$ cat src/rtl/seg_pkg.sv
// Shared types and constants for the segment scan arbiter.
//   state_t   : arbiter FSM state (IDLE / OWN0 / OWN1)
//   SEG_BLANK : segment pattern driven while no digit is shown
//   SEGEN_OFF : active-low digit enables with every digit dark
//   digit_en  : active-low one-hot enable for a digit index
package seg_pkg;

    typedef enum logic [1:0] {
        IDLE = 2'd0,
        OWN0 = 2'd1,
        OWN1 = 2'd2
    } state_t;

    localparam logic [6:0] SEG_BLANK = 7'h00;
    localparam logic [3:0] SEGEN_OFF = 4'hF;

    function automatic logic [3:0] digit_en(input logic [1:0] idx);
        return ~(4'b0001 << idx);
    endfunction

endpackage

$ cat src/rtl/seg_scan_timer.sv
// Digit-scan timebase: a slot counter of SCAN_DIV cycles per digit and a
// 2-bit digit index. Free-running; the frame boundary does not depend on
// who owns the display.
//   clk, rst  : clock, synchronous active-high reset
//   dig_idx   : digit currently being scanned (0..3)
//   fb        : high in the last cycle of digit 3 (frame boundary)
//   in_blank  : high in the first BLANK_CYC cycles of each slot
module seg_scan_timer #(
    parameter int SCAN_DIV  = 2500,
    parameter int BLANK_CYC = 16
) (
    input  logic       clk,
    input  logic       rst,
    output logic [1:0] dig_idx,
    output logic       fb,
    output logic       in_blank
);

    localparam int             CW   = (SCAN_DIV > 1) ? $clog2(SCAN_DIV) : 1;
    localparam logic [CW-1:0]  LAST = CW'(SCAN_DIV - 1);

    logic [CW-1:0] slot_cnt;

    always_ff @(posedge clk) begin
        if (rst) begin
            slot_cnt <= '0;
            dig_idx  <= 2'd0;
        end else if (slot_cnt == LAST) begin
            slot_cnt <= '0;
            dig_idx  <= dig_idx + 2'd1;   // 3 wraps to 0
        end else begin
            slot_cnt <= slot_cnt + 1'b1;
        end
    end

    assign fb = (slot_cnt == LAST) && (dig_idx == 2'd3);

    // Compared at 32 bits so BLANK_CYC=0 simply never blanks.
    assign in_blank = 32'(slot_cnt) < BLANK_CYC;

endmodule

$ cat src/rtl/seg_scan_arbiter.sv
// Two-requester arbiter and scan driver for a 4-digit 7-segment display.
// Ownership changes only at frame boundaries (round-robin with a minimum
// hold); the owner's patterns are snapshotted into fbuf at each boundary so
// a frame is never torn by mid-frame input changes.
//   clk, rst   : clock, synchronous active-high reset
//   req[1:0]   : level requests, one per requester
//   digits0/1  : 4 x 7-bit patterns, digit0 in [6:0] .. digit3 in [27:21]
//   grant      : one-hot owner, 2'b00 when idle
//   seg        : segment pattern of the scanned digit (registered)
//   segen      : active-low digit enables (registered)
//   frame_done : one-cycle pulse after each frame boundary
module seg_scan_arbiter
    import seg_pkg::*;
#(
    parameter int SCAN_DIV    = 2500,
    parameter int BLANK_CYC   = 16,
    parameter int HOLD_FRAMES = 64
) (
    input  logic        clk,
    input  logic        rst,
    input  logic [1:0]  req,
    input  logic [27:0] digits0,
    input  logic [27:0] digits1,
    output logic [1:0]  grant,
    output logic [6:0]  seg,
    output logic [3:0]  segen,
    output logic        frame_done
);

    localparam int            HW     = $clog2(HOLD_FRAMES + 1);
    localparam logic [HW-1:0] HOLD_L = HW'(HOLD_FRAMES);

    state_t          state, nxt;
    logic            last;       // most recent owner, breaks ties from IDLE
    logic [HW-1:0]   hold;       // frames the current owner has kept the grant
    logic [3:0][6:0] fbuf;
    logic [1:0]      dig_idx;
    logic            fb, in_blank;

    seg_scan_timer #(
        .SCAN_DIV  (SCAN_DIV),
        .BLANK_CYC (BLANK_CYC)
    ) u_timer (
        .clk      (clk),
        .rst      (rst),
        .dig_idx  (dig_idx),
        .fb       (fb),
        .in_blank (in_blank)
    );

    // Next owner; only consumed on the frame-boundary cycle.
    always_comb begin
        nxt = state;
        case (state)
            IDLE: begin
                if (req == 2'b11)  nxt = last ? OWN0 : OWN1;
                else if (req[0])   nxt = OWN0;
                else if (req[1])   nxt = OWN1;
            end
            OWN0: begin
                if (req[1] && (!req[0] || hold >= HOLD_L)) nxt = OWN1;
                else if (!req[0])                          nxt = IDLE;
            end
            OWN1: begin
                if (req[0] && (!req[1] || hold >= HOLD_L)) nxt = OWN0;
                else if (!req[1])                          nxt = IDLE;
            end
            default: nxt = IDLE;
        endcase
    end

    always_ff @(posedge clk) begin
        if (rst) begin
            state      <= IDLE;
            last       <= 1'b1;
            hold       <= '0;
            fbuf       <= '0;
            seg        <= SEG_BLANK;
            segen      <= SEGEN_OFF;
            frame_done <= 1'b0;
        end else begin
            frame_done <= fb;
            // Outputs follow the counters by one cycle.
            seg   <= (state == IDLE) ? SEG_BLANK : fbuf[dig_idx];
            segen <= (state == IDLE || in_blank) ? SEGEN_OFF : digit_en(dig_idx);
            if (fb) begin
                state <= nxt;
                // Idle keeps the stale buffer; it is masked by seg anyway.
                if (nxt == OWN0)      fbuf <= digits0;
                else if (nxt == OWN1) fbuf <= digits1;
                if (nxt != IDLE && nxt != state) begin
                    last <= (nxt == OWN1);
                    hold <= '0;
                end else if (nxt != IDLE && hold != HOLD_L) begin
                    hold <= hold + 1'b1;
                end
            end
        end
    end

    assign grant = {state == OWN1, state == OWN0};

endmodule

$ cat config.mk
export PLATFORM = sky130hd
export DESIGN_NAME = seg_scan_arbiter
export DESIGN_NICKNAME = d
export VERILOG_FILES = /design/src/rtl/seg_pkg.sv /design/src/rtl/seg_scan_timer.sv /design/src/rtl/seg_scan_arbiter.sv
export SDC_FILE = /design/constraint.sdc
export NUM_CORES = 1
export LEC_CHECK = 0
export CORE_MARGIN = 1.5
export CORE_UTILIZATION = 28
export CTS_CLUSTER_SIZE = 30
export DETAILED_ROUTE_END_ITERATION = 10
export HOLD_SLACK_MARGIN = 0.06
export PLACE_DENSITY = 0.5
export SLEW_MARGIN = 20
export SYNTH_ARGS = -nofsm -noshare
export SYNTH_HDL_FRONTEND = slang
export SYNTH_HIERARCHICAL = 1
export SYNTH_SLANG_ARGS = --single-unit
$ cat constraint.sdc
create_clock -name clk -period 3 [get_ports clk]
set_clock_uncertainty 0.05 [all_clocks]
set_input_delay 0.3 -clock clk [delete_from_list [all_inputs] [get_ports clk]]
set_output_delay 0.3 -clock clk [all_outputs]
set_load 0.05 [all_outputs]
* Word level (Yosys, flattened, before mapping) *
Cells that the tools add are included.

word-level totals
  register bits after elaboration = 64

operators by class
  add/subtract/negate cells = 3
  $lt $le $gt $ge = 3
  equal/unequal tests = 9
  shift-type cells = 1
  multiplexer cells = 15
  bitwise logic cells = 1
  reductions and logical operators = 20

operators by type and width
  kind                                                  number
  2-to-1 mux 28 bit                                     2
  2-to-1 mux 7 bit                                      3
  2-to-1 mux 2 bit                                      8
  binary-select mux 7 bit (select 2 bit)                1
  adder 12 x 1 -> 12 bit (second input constant)        1
  == test 12 bit (second input constant)                1
  < comparator 12 x 5 -> 1 bit (second input constant)  1
  == test 2 bit (second input constant)                 4
  adder 7 x 1 -> 7 bit (second input constant)          1
  >= comparator 7 bit (second input constant)           1
  != test 7 bit (second input constant)                 1
  one-hot mux 2 bit (3 select lines)                    1
  AND reduction 2 bit                                   3
  nonzero test 2 bit                                    3
  OR reduction 2 bit                                    3
  logical AND 1 bit                                     5
  == test 2 x 1 -> 1 bit (second input constant)        2
  NOT 4 bit                                             1
  << shifter 1 x 2 -> 4 bit (first input constant)      1
  logical OR 1 bit                                      3
  < comparator 2 x 3 -> 1 bit (second input constant)   1
  adder 2 x 1 -> 2 bit (second input constant)          1
  logical NOT 1 bit                                     2
  logical NOT 2 bit                                     1
  != test 2 bit                                         1

* Depth between registers and ports, before layout *
  depth in word-level cells = 9
  gate-level depth with buffers = 11
  gate-level depth less buffers = 10

* Cells and area by module *
The synthesis kept the hierarchy.

modules (own cells, without submodules)
  module            times used  cells an instance  area an instance (µm²)  seq. area each (µm²)
  seg_scan_arbiter  1           245                2461.1                  1001.0
  seg_scan_timer    1           66                 629.4                   280.3

* Least setup slack after synthesis *
OpenSTA, ideal clock, no wires.

  path type = register to register
  start point = register u_timer.slot_cnt[0]
  end point = register fbuf[13] in the netlist's numbering
  setup time = 0.138 ns
  arrival time = 2.250 ns
  data required time = 2.812 ns
  path slack = 0.562 ns
  stages on the path, launching flop included = 8
  clock period less this slack = 2.438 ns
  cell sequence = dfxtp_1 -> ha_1 -> or4bb_1 -> nor4_1 -> and2_1 -> buf_2 -> buf_1 -> a211oi_1

between the ends
  longest elaborated chain between the ends = 3

RTL lines
  item                           RTL line                RTL
  start, declared                seg_scan_timer.sv:22    logic [CW-1:0] slot_cnt;
  start signal, assigned         seg_scan_timer.sv:32    slot_cnt <= slot_cnt + 1'b1;
  == test 12 bit                 seg_scan_timer.sv:36    assign fb = (slot_cnt == LAST) && (dig_idx == 2'd3);
  logical AND 1 bit              seg_scan_timer.sv:36
  net fb                         seg_scan_arbiter.sv:38  logic fb, in_blank;
  AND reduction 2 bit (no line)  -
  end signal, assigned           seg_scan_arbiter.sv:89  if (nxt == OWN0) fbuf <= digits0;
  end signal, assigned           seg_scan_arbiter.sv:90  else if (nxt == OWN1) fbuf <= digits1;
  end, declared                  seg_scan_arbiter.sv:36  logic [3:0][6:0] fbuf;

The timed path passes the listed nets, and every way through them passes these cells.
A chain may end at the register's enable or synchronous reset.

* Worst setup path after layout *
  start point = register hold[6]
  end point = register hold[4]

between the ends
  longest elaborated chain between the ends = 9

RTL lines
  item                                                        RTL line                                        RTL
  start, declared                                             seg_scan_arbiter.sv:35                          logic [HW-1:0] hold;
  start signal, assigned                                      seg_scan_arbiter.sv:95                          hold <= hold + 1'b1;
  >= comparator 7 bit *                                       seg_scan_arbiter.sv:61, seg_scan_arbiter.sv:65
  logical OR 1 bit (on tied branches)                         seg_scan_arbiter.sv:65, seg_scan_arbiter.sv:61
  logical AND 1 bit (on tied branches)                        seg_scan_arbiter.sv:65, seg_scan_arbiter.sv:61
  2-to-1 mux 2 bit (on tied branches)                         seg_scan_arbiter.sv:65, seg_scan_arbiter.sv:61
  one-hot mux 2 bit (3 select lines) *                        seg_scan_arbiter.sv:54                          case (state)
  net nxt[0]                                                  seg_scan_arbiter.sv:33                          state_t state, nxt;
  != test 2 bit / nonzero test 2 bit (equally long branches)  seg_scan_arbiter.sv:91, seg_scan_arbiter.sv:94
  logical AND 1 bit (on tied branches)                        seg_scan_arbiter.sv:91, seg_scan_arbiter.sv:94
  nonzero test 2 bit (no line)                                -
  AND reduction 2 bit (no line)                               -

Mark *: on every way through the listed nets, which the timed path passes. The rest lies on a longest branch.

==> impl_metrics.env <==
export IMPL_outcome="finished clean"
export IMPL_final_setup_tns_ps=0
export IMPL_syn_to_final_growth_pct=34.6
export IMPL_startpoint_type="register"
export IMPL_grt_remaining_overflow=0
export IMPL_finalWeightedCongestion=0.741
export IMPL_setup_viol=0
export IMPL_leakage_nw=1.50
export IMPL_rows=38
export IMPL_worstSkewPairLatency_ps=340
export IMPL_syn_area_um2=3090
export IMPL_critPathTopFamily="simple AND/OR/NAND/NOR gates"
export IMPL_cts_hold_buffers=0
export IMPL_r2r_start="hold[6]"
export IMPL_path_max_fanout=10
export IMPL_max_stage_delay_ps=530
export IMPL_synth_cell_type_count=47
export IMPL_timing_fmax_mhz=396
export IMPL_ctsResizeCount=0
export IMPL_hold_depth=1
export IMPL_p_seq_frac=0.488
export IMPL_grtUsageMet1=0.158
export IMPL_cts_tree="done"
export IMPL_ys_ff_latch=64
export IMPL_cts_root_buf="clkbuf_8"
export IMPL_p_comb_frac=0.092
export IMPL_cpMaxStageDelayCell="dfxtp_1"
export IMPL_post_route_period_util=0.842
export IMPL_drive_gt1_frac=0.119
export IMPL_crit_buf_inv=1
export IMPL_ys_warn_count=6
export IMPL_fin_util=0.385
export IMPL_drt_wl_total_mm=6.93
export IMPL_powerDensity_nw_per_um2=421
export IMPL_relSlewSlack=0.587
export IMPL_vias=2433
export IMPL_wire_per_inst_um=13.2
export IMPL_fin_crit_ps=2530
export IMPL_worst_slew_pin_slew_ps=618
export IMPL_total_power_mw=1.75
export IMPL_hold_ws_ps=402
export IMPL_irDropWorstVdd_uv=175
export IMPL_hold_class="register to register"
export IMPL_syn_nets=378
export IMPL_grt_usage=0.129
export IMPL_initial_core_util=0.286
export IMPL_synth_cells=311
export IMPL_fp_dieH_um=108
export IMPL_syn_mean_instance_area_um2=9.94
export IMPL_path_cells="nand2b_1 -> o31ai_1 -> a221oi_1 -> inv_1 -> ha_1 -> and2b_1 -> nor2_1 -> and2_1 -> a31oi_1 -> o31ai_1"
export IMPL_clk_pin_slew_ps=70
export IMPL_rsz0062_at_grt="no"
export IMPL_r2r_end="hold[4]"
export IMPL_nets=448
export IMPL_worstPathArrival_ps=2700
export IMPL_grt_max_degree=57
export IMPL_synth_edf_count=0
export IMPL_postCtsSetupBuffers=0
export IMPL_routed_via_density=4.63
export IMPL_intPower_mw=1.34
export IMPL_grt_pass1_wl_mm=11.7
export IMPL_cts_sinks=64
export IMPL_drtIter0Drc=42
export IMPL_busiest_layer="met2"
export IMPL_p_switching_uw=415
export IMPL_min_to="u_timer/slot_cnt[0]"
export IMPL_clockBufferDepth=2
export IMPL_finalHoldViolations=0
export IMPL_num_antenna_cells=0
export IMPL_crit_top_cell="o31ai_1"
export IMPL_cts_max_level=3
export IMPL_reg2regPathDepth=10
export IMPL_met3_usage=0.0368
export IMPL_die_w_um=108
export IMPL_drv_slew=0
export IMPL_antenna_left=0
export IMPL_dpl_hpwl_mm=5.00
export IMPL_yosysSeqAreaShare=0.415
export IMPL_critPathRequiredTime_ps=3170
export IMPL_fin_cells=526
export IMPL_antenna_found_initial=0
export IMPL_die_area_um2=11700
export IMPL_pwr_share_clk=0.420
export IMPL_swShare=0.237
export IMPL_criticalPathCategory="register to register"
export IMPL_drv_cap=0
export IMPL_synth_flop_cell="dfxtp_1"
export IMPL_coreArea_um2=10800
export IMPL_dp_cells=510
export IMPL_hp_start="u_timer/slot_cnt[0]"
export IMPL_cts_made_buffers=9
export IMPL_r2r_slack_ps=470
export IMPL_first_pass_iters=4
export IMPL_grt_pass1_vias=2483
export IMPL_use_met2=0.214
export IMPL_ioPinCount=74
export IMPL_synthArstFlopShare=0
export IMPL_io_buffers=73
export IMPL_drc=0
export IMPL_end_kind="register"
through the flow:
| stage | setup WS (ps) | cell area, um^2 |
|---|---|---|
| after detailed placement | 215 | 3960 |
| after CTS | 443 | 4160 |
| after global routing | 243 | 4160 |
| final | 474 | 4160 |
| after global placement | 332 | 3960 |
| after floorplan | 562 | 3090 |
how the worst max path moves through the flow:
| stage | start | end | slack (ps) | depth (start not counted) |
|---|---|---|---|---|
| 2_1_floorplan | u_timer/slot_cnt[0] | fbuf[13] | 560 | 7 |
| 3_3_place_gp | req[1] | hold[6] | 330 | 11 |
| 3_5_place_dp | req[1] | hold[4] | 220 | 11 |
| 4_1_cts | hold[6] | hold[4] | 440 | 10 |
| 5_1_grt | hold[6] | hold[3] | 240 | 10 |
| 6_report | hold[6] | hold[4] | 470 | 10 |
layout make-up:
cell class                      count  area (um^2)
Multi-Input combinational cell    217         1670
Sequential cell                    64         1280
Fill cell                        1071         6630
Timing Repair Buffer               80          808
Tap cell                          140          175
Clock buffer                        9          124
Inverter                            9         33.8
Clock inverter                      7         72.6
cell families (layout without fill, tap and decap cells):
logic type / Yosys count / after routing / synth area share
compound gates: 48 / 48 / 0.125
xor+xnor: 11 / 11 / 0.0312
fa+ha+maj: 7 / 7 / 0.0283
buf+inv: 30 / 105 / 0.0478
simple gates: 111 / 111 / 0.196
mux: 40 / 40 / 0.158
flops: 64 / 64 / 0.415
synthesized netlist by cell type, drive strengths merged (5+ instances only):
| master | instances | area (um^2) |
|---|---|---|
| xor2 | 10 | 87.6 |
| nor2b | 10 | 62.6 |
| inv | 9 | 33.8 |
| buf | 13 | 83.8 |
| mux4 | 7 | 158 |
| clkbuf | 8 | 30.0 |
| a211oi | 28 | 210 |
| o31ai | 7 | 66.3 |
| nor2 | 49 | 184 |
| mux2i | 33 | 330 |
| and2 | 7 | 46.3 |
| nand2 | 8 | 37.5 |
| nand2b | 5 | 38.8 |
| a31oi | 5 | 37.5 |
| ha | 7 | 87.6 |
| nand3 | 9 | 45.0 |
| dfxtp | 64 | 1280 |
cell usage in the layout (no fill, tap or decap), drive strengths merged, types with 2 or more instances in the layout:
master,count
nand2b,5
nor3,3
inv,9
clkinvlp,2
or4,2
or2,3
xor2,10
or3,2
o31ai,7
nor4,2
a31oi,5
mux4,7
nor2,49
buf,7
clkinv,4
nand3,9
a211oi,28
ha,7
mux2i,33
nor2b,10
nand3b,3
and4,2
nand4,3
nand2,8
clkdlybuf4s50,73
dfxtp,64
and2b,2
clkbuf,9
and2,7
power by group through the flow:
| stage | registers [mW] | clock network (mW) | logic, mW |
|---|---|---|---|
| final | 0.855 | 0.735 | 0.162 |
| after global routing | 0.855 | 0.801 | 0.177 |
| after CTS | 0.855 | 0.759 | 0.165 |
| after detailed placement | 0.875 | 0 | 0.164 |
| after global placement | 0.875 | 0 | 0.164 |
| after floorplan | 0.874 | 0 | 0.0662 |
metal layers:
metal  part of all wire  routed length (um)  vias up
li1                   -                   -     1250
met1               0.46                3170     1110
met2               0.47                3270       62
met3              0.058                 399       11
met4              0.013                  89        0
met5                  0                   0        -
worst reg2reg max path, stage by stage, from the launching register on:
cell	delay, ps
dfxtp_1	530
nand2b_1	170
o31ai_1	80
a221oi_1	390
inv_1	110
ha_1	200
and2b_1	300
nor2_1	140
and2_1	220
a31oi_1	150
o31ai_1	90
state kept, by name, summed over array words and instances (netlist names):
signal and cells:
fbuf 28, u_timer/slot_cnt 12, hold 7, seg 7
segen 4, state 2, u_timer/dig_idx 2, frame_done 1
last 1
No activity file was read; power rests on OpenSTA's default activity.
